**src/rtl/pc_fetch_if.sv**
```systemverilog
// pc_fetch_if: control, branch/jump operands, instruction memory and PC outputs of the fetch unit
interface pc_fetch_if #(parameter int IMEM_ADDR_W = 10);
  logic                   stall;
  logic                   Branch;
  logic                   Zero;
  logic                   Jump;
  logic                   Jr;
  logic [31:0]            jr_target;
  logic [31:0]            imm_ext_32;
  logic [31:0]            imem_rdata;
  logic [IMEM_ADDR_W-1:0] imem_addr;
  logic [31:0]            pc;
  logic [31:0]            pc_plus4;
  logic [31:0]            instr;
  logic [15:0]            imm16;
  logic                   instr_valid;
  logic                   fault;
  modport master (
    output stall, Branch, Zero, Jump, Jr, jr_target, imm_ext_32, imem_rdata,
    input  imem_addr, pc, pc_plus4, instr, imm16, instr_valid, fault
  );
  modport slave (
    input  stall, Branch, Zero, Jump, Jr, jr_target, imm_ext_32, imem_rdata,
    output imem_addr, pc, pc_plus4, instr, imm16, instr_valid, fault
  );
endinterface

```
**src/rtl/pc_fetch_unit.sv**
```systemverilog
// pc_fetch_unit: PC register, next-PC select and fetch trap for the single-cycle CPU
module pc_fetch_unit #(
  parameter logic [31:0] RESET_PC    = 32'h0000_3000,
  parameter int          IMEM_ADDR_W = 10
) (
  input logic         clk,
  input logic         reset,
  pc_fetch_if.slave   bus
);
  typedef enum logic [1:0] {BOOT, RUN, FAULT} state_t;
  localparam logic [31:0] IMEM_BYTES = 32'd4 << IMEM_ADDR_W;
  state_t      state, state_n;
  logic [31:0] pc, next_pc, br_target, jmp_target;
  logic        advance, bad;
  always_ff @(posedge clk) begin
    state <= reset ? BOOT : state_n;
    pc    <= reset ? RESET_PC : (advance && !bad) ? next_pc : pc;
  end
  always_comb begin
    br_target  = bus.pc_plus4 + (bus.imm_ext_32 << 2);
    jmp_target = {bus.pc_plus4[31:28], bus.instr[25:0], 2'b00};
    next_pc    = bus.Jr ? bus.jr_target : bus.Jump ? jmp_target :
                 (bus.Branch && bus.Zero) ? br_target : bus.pc_plus4;
    // Unsigned offset: targets below RESET_PC wrap high and land out of range.
    bad        = |next_pc[1:0] || ((next_pc - RESET_PC) >= IMEM_BYTES);
    advance    = state == RUN && !bus.stall;
    state_n    = state == BOOT ? RUN :
                 state == RUN  ? ((advance && bad) ? FAULT : RUN) : FAULT;
  end
  always_comb begin
    bus.pc          = pc;
    bus.pc_plus4    = pc + 32'd4;
    bus.imem_addr   = IMEM_ADDR_W'((pc - RESET_PC) >> 2);
    bus.instr_valid = state == RUN;
    bus.instr       = bus.instr_valid ? bus.imem_rdata : 32'h0;
    bus.imm16       = bus.instr[15:0];
    bus.fault       = state == FAULT;
  end
endmodule

```
**src/flat_wrapper.sv**
```systemverilog
// flat-port wrapper written by rule: the top's interface ports become plain ports
module pc_fetch_unit_flat 
#(
  parameter logic [31:0] RESET_PC    = 32'h0000_3000,
  parameter int          IMEM_ADDR_W = 10
)
  (clk, reset, bus_stall, bus_Branch, bus_Zero, bus_Jump, bus_Jr, bus_jr_target, bus_imm_ext_32, bus_imem_rdata, bus_imem_addr, bus_pc, bus_pc_plus4, bus_instr, bus_imm16, bus_instr_valid, bus_fault);
  pc_fetch_if #(.IMEM_ADDR_W(IMEM_ADDR_W)) bus_i ();
  input logic clk;
  input logic reset;
  input wire logic [$bits(bus_i.stall)-1:0] bus_stall;
  input wire logic [$bits(bus_i.Branch)-1:0] bus_Branch;
  input wire logic [$bits(bus_i.Zero)-1:0] bus_Zero;
  input wire logic [$bits(bus_i.Jump)-1:0] bus_Jump;
  input wire logic [$bits(bus_i.Jr)-1:0] bus_Jr;
  input wire logic [$bits(bus_i.jr_target)-1:0] bus_jr_target;
  input wire logic [$bits(bus_i.imm_ext_32)-1:0] bus_imm_ext_32;
  input wire logic [$bits(bus_i.imem_rdata)-1:0] bus_imem_rdata;
  output wire logic [$bits(bus_i.imem_addr)-1:0] bus_imem_addr;
  output wire logic [$bits(bus_i.pc)-1:0] bus_pc;
  output wire logic [$bits(bus_i.pc_plus4)-1:0] bus_pc_plus4;
  output wire logic [$bits(bus_i.instr)-1:0] bus_instr;
  output wire logic [$bits(bus_i.imm16)-1:0] bus_imm16;
  output wire logic [$bits(bus_i.instr_valid)-1:0] bus_instr_valid;
  output wire logic [$bits(bus_i.fault)-1:0] bus_fault;
  assign bus_i.stall = bus_stall;
  assign bus_i.Branch = bus_Branch;
  assign bus_i.Zero = bus_Zero;
  assign bus_i.Jump = bus_Jump;
  assign bus_i.Jr = bus_Jr;
  assign bus_i.jr_target = bus_jr_target;
  assign bus_i.imm_ext_32 = bus_imm_ext_32;
  assign bus_i.imem_rdata = bus_imem_rdata;
  assign bus_imem_addr = bus_i.imem_addr;
  assign bus_pc = bus_i.pc;
  assign bus_pc_plus4 = bus_i.pc_plus4;
  assign bus_instr = bus_i.instr;
  assign bus_imm16 = bus_i.imm16;
  assign bus_instr_valid = bus_i.instr_valid;
  assign bus_fault = bus_i.fault;
  pc_fetch_unit #(.RESET_PC(RESET_PC), .IMEM_ADDR_W(IMEM_ADDR_W)) u_core (.clk(clk), .reset(reset), .bus(bus_i));
endmodule
```
**config.mk**
```make
export PLATFORM = sky130hd
export DESIGN_NAME = pc_fetch_unit_flat
export DESIGN_NICKNAME = d
export VERILOG_FILES = /design/src/rtl/pc_fetch_if.sv /design/src/rtl/pc_fetch_unit.sv /design/src/flat_wrapper.sv
export SDC_FILE = /design/constraint.sdc
export NUM_CORES = 1
export LEC_CHECK = 0
export ABC_AREA = 1
export CAP_MARGIN = 0
export CORE_ASPECT_RATIO = 1.5
export CORE_MARGIN = 5
export CORE_UTILIZATION = 30
export CTS_BUF_LIST = sky130_fd_sc_hd__clkbuf_4 sky130_fd_sc_hd__clkbuf_8 sky130_fd_sc_hd__clkbuf_16
export DETAILED_ROUTE_END_ITERATION = 7
export PLACE_DENSITY = 0.59
export SLEW_MARGIN = 20
export SYNTH_ARGS = -nofsm -noshare
export SYNTH_HDL_FRONTEND = slang
export SYNTH_SLANG_ARGS = --single-unit
```
**constraint.sdc**
```tcl
create_clock -name clk -period 7.33 [get_ports clk]
set_input_delay 0.733 -clock clk [delete_from_list [all_inputs] [get_ports clk]]
set_output_delay 0.733 -clock clk [all_outputs]
set_load 0.02 [all_outputs]
```
==> results.md <==
- Status: complete, no violations
- Finished Cell Area: 8663 µm²
- Remaining antenna violation count: 0
- Buffers added on ports: 224
- Post-synthesis compound-gate area fraction: 0.09623
- Flop pwr share: 0.267
- CP Launch Type: flip-flop
- # resized after CTS: 0
- I/O Pins: around 230
- Area leader, netlist: nand2_1
- Max_cap viols: 0
- Final hold vios: 0
- Largest net degree at the start of global routing: 34
- Clock share of power: 0.304
- Post-synth EDFFs: 0
- Nets: ~1500
- Leak pwr: 4.480 nW
- CTS buffer count: 5
- Simple-gate share of the synthesized area: 0.5041
- Pwr per Cell Area: 80.65 nW/µm²
- Postcts setup bufs: 0
- Area growth syn-to-layout: 39.68%
- Worst-Margin Slew: 0.9916 ns
- Hold path cells: 2
- Switching power: 0.2462 mW
- Max Clock Skew: 0.002877 ns
- Hold crit path type: reg2reg
- Die height: 186.1 µm
- Post-DP HPWL: 23610 µm
- H-tree depth: 2
- Largest cells by area after synthesis: nand2_1, inv_1, dfxtp_1
- Initial antenna violation count: 1
- CTS tree: built
- Fin crit share: 0.7456
- Fillers: roughly 2300
- DRC Markers: 0
- Max-slew headroom: 0.3382
- Mux cell area share after synthesis: 0
- Avg WL per Cell: around 17 µm
- Starting Density: 0.3037
- Max VDD drop: 0.0001365 V
- CTS max path bufs: 2
- Clk Latency, worst-skew pair: 0.28 ns
- Setup TNS: 0 ns
- Synth Cell Area: 6202 µm²
- Syn_area_per_cell: 5.177 µm²
- Die Width: 127.4 µm
- GP Congestion: 0.9489
- Clock slew at reported path FFs: ~0.050 ns
- Critical path's slowest cell: dfxtp_1
- DR pass1 iterations: 5
- Worst-path maximum fanout: 33
- Die footprint: 23710 µm²
- Switching Share: 0.3524
- Max Fclk: approximately 0.18 GHz
- Crit path required time: between 7 and 8 ns
- CTS root buffer: clkbuf_16
- CP arrival: approximately 5.7 ns
- First-pass GRT wire length: slightly above 40000 µm
- # rows: 64
- Final setup violation count: 0
- Ys async rst share: 0
- XOR/XNOR Fraction of Synth Area: 0.02118
- Post-DP Area: 8509 µm²
- Via density: 4.800
- Hold buffer count at CTS: 0
- Post-synthesis cell type count: 44
- Post-Syn Instances: 1198
- CP most frequent cell: nand2_1
- Global Route Usage Sum: 0.2234
- Multi-input logic area: 4315 µm²
- CP max stage delay: 0.61 ns
- Core footprint: ~20000 µm²
- Final slew viol count: 0
- Clock sink total: 34
- Seq/Total Area, Yosys: 0.1097
- Unrepaired setup endpoints after global routing: no
- YS warnings: 0
- Synth top area share: 0.2306
- CP endpoint kind: flip-flop
- Seq cells post-synth: 34
- Number of global-route vias before repair: 7777
- Vias: 7924
- Combinational power share: 0.429
- Synth Area in Adders: 0.07383
- Worst hold slack: 0.4887 ns
- Share of cells above drive strength 1: 0.04113
- DRT iter0 DRCs: ~420
- Setup CP Type: reg2reg
- Tmin final: 5.465 ns
- Post-Synthesis Net Count: about 1300
- Congestion Overflow GR: 0
- R2R depth: 28
- Pint: 0.4525 mW
- Wirelength, routed: 27390 µm
- Post-synth top flop: dfxtp_1
- Register area: 680.7 µm²
- Main combinational cell family by area after synthesis: simple AND/OR/NAND/NOR gates
registers in the layout (all words and copies together) (netlist names):
name	flops
u_core.bus.pc	32
u_core.state	2
layout by cell type (no fill, tap or decap), drive strengths merged:
cell           instances
a21oi                 51
clkinv                 3
fa                     1
clkbuf                 7
nor2                 153
xor2                  15
o22ai                  1
a221oi                 1
a31oi                  2
o21bai                 6
nand3                110
o221ai                 2
o21ai                 28
inv                  236
a2bb2oi                2
ha                    35
and2                   6
nor3b                  1
o31ai                  2
nand2                389
o211ai                 2
a22oi                  4
clkdlybuf4s50        224
diode                  1
nand4                 27
nor4                   1
dfxtp                 34
nor3                  15
buf                    6
nand3b                 9
or2                   10
a21o                   3
final timing paths:
check,startpoint,slack [ns],end
worst max-delay path,u_core.bus.pc[2]$_SDFFE_PP0P_,1.87,u_core.bus.pc[10]$_SDFFE_PP0P_
worst min-delay path,u_core.bus.pc[1]$_SDFFE_PP0P_,0.49,u_core.bus.pc[1]$_SDFFE_PP0P_
worst max register to register,u_core.bus.pc[2]$_SDFFE_PP0P_,1.87,u_core.bus.pc[10]$_SDFFE_PP0P_
worst min register to register,u_core.bus.pc[1]$_SDFFE_PP0P_,0.49,u_core.bus.pc[1]$_SDFFE_PP0P_
area by class of cell:
class | count | area share
multi-input cells | 876 | 0.4981
clock buffers | 7 | 0.01690
flip-flops and latches | 34 | 0.07857
inverters | 238 | 0.1034
well taps | 264 | 0.03813
clock inverters | 1 | 0.0005777
repair buffers | 230 | 0.2640
diodes | 1 | 0.0002889
per-layer routing:
layer  global-route usage  share of wire  vias to the layer above
met3              0.02814          0.050                       51
met4              0.08287          0.038                        0
met5                    0              0                        -
met1               0.2654           0.41                     3541
met2               0.4079           0.50                      258
li1                     -              -                     4074
power by group through the flow:
| stage | Clock, mW | Sequential (mW) | Combinational (mW) |
|---|---|---|---|
| 2_1_floorplan | 0 | 0.190 | 0.165 |
| 3_3_place_gp | 0 | 0.190 | 0.299 |
| 3_5_place_dp | 0 | 0.190 | 0.298 |
| 4_1_cts | 0.216 | 0.186 | 0.300 |
| 5_1_grt | 0.224 | 0.186 | 0.326 |
| 6_report | 0.212 | 0.186 | 0.300 |
critical path, delay by kind of cell (launching register included):
kind                     cells  cell delay [ns]
buffers and inverters        1             0.14
flip-flops                   1             0.61
adder cells (fa/ha/maj)      2             0.82
AND/OR/NAND/NOR             24             3.58
XOR/XNOR                     1             0.24
cells by family (layout without fill, tap and decap cells):
logic type | after synthesis | in the layout
AO/OA/AOI/OAI | 104 | 104
XOR/XNOR | 15 | 15
adder cells (fa/ha/maj) | 36 | 36
buffers and inverters | 288 | 476
flip-flops | 34 | 34
other | 0 | 1
AND/OR/NAND/NOR | 721 | 721
per-stage QoR:
stage                     cells  total power [mW]  worst slack (ns)  utilization
after floorplan            1198            0.3551             3.280            -
after global placement     1642            0.4887             1.944       0.4167
after detailed placement   1642            0.4887             1.886       0.4167
after CTS                  1650            0.7025             1.879       0.4241
after global routing       1651            0.7367             1.375       0.4243
final                      1651            0.6987             1.865       0.4243
Yosys cell counts, types with 2 or more instances:
library cell	n
nand2_2	8
buf_2	4
nand3_2	3
dfxtp_1	34
o21ai_0	27
a31oi_1	2
a21o_1	3
and2_1	6
nor2_1	141
inv_2	2
a22oi_1	4
nand4_1	26
o211ai_1	2
nand3b_1	9
clkinv_1	2
nor2_4	4
nand2_1	381
o221ai_1	2
a2bb2oi_1	2
buf_1	5
o31ai_1	2
o21bai_1	5
a21oi_1	50
buf_4	30
nand3_1	107
xor2_1	15
ha_1	35
nor3_1	14
nor2_2	8
clkbuf_1	10
inv_1	233
or2_2	10
Note: power is estimated with default switching activity, not from simulation.
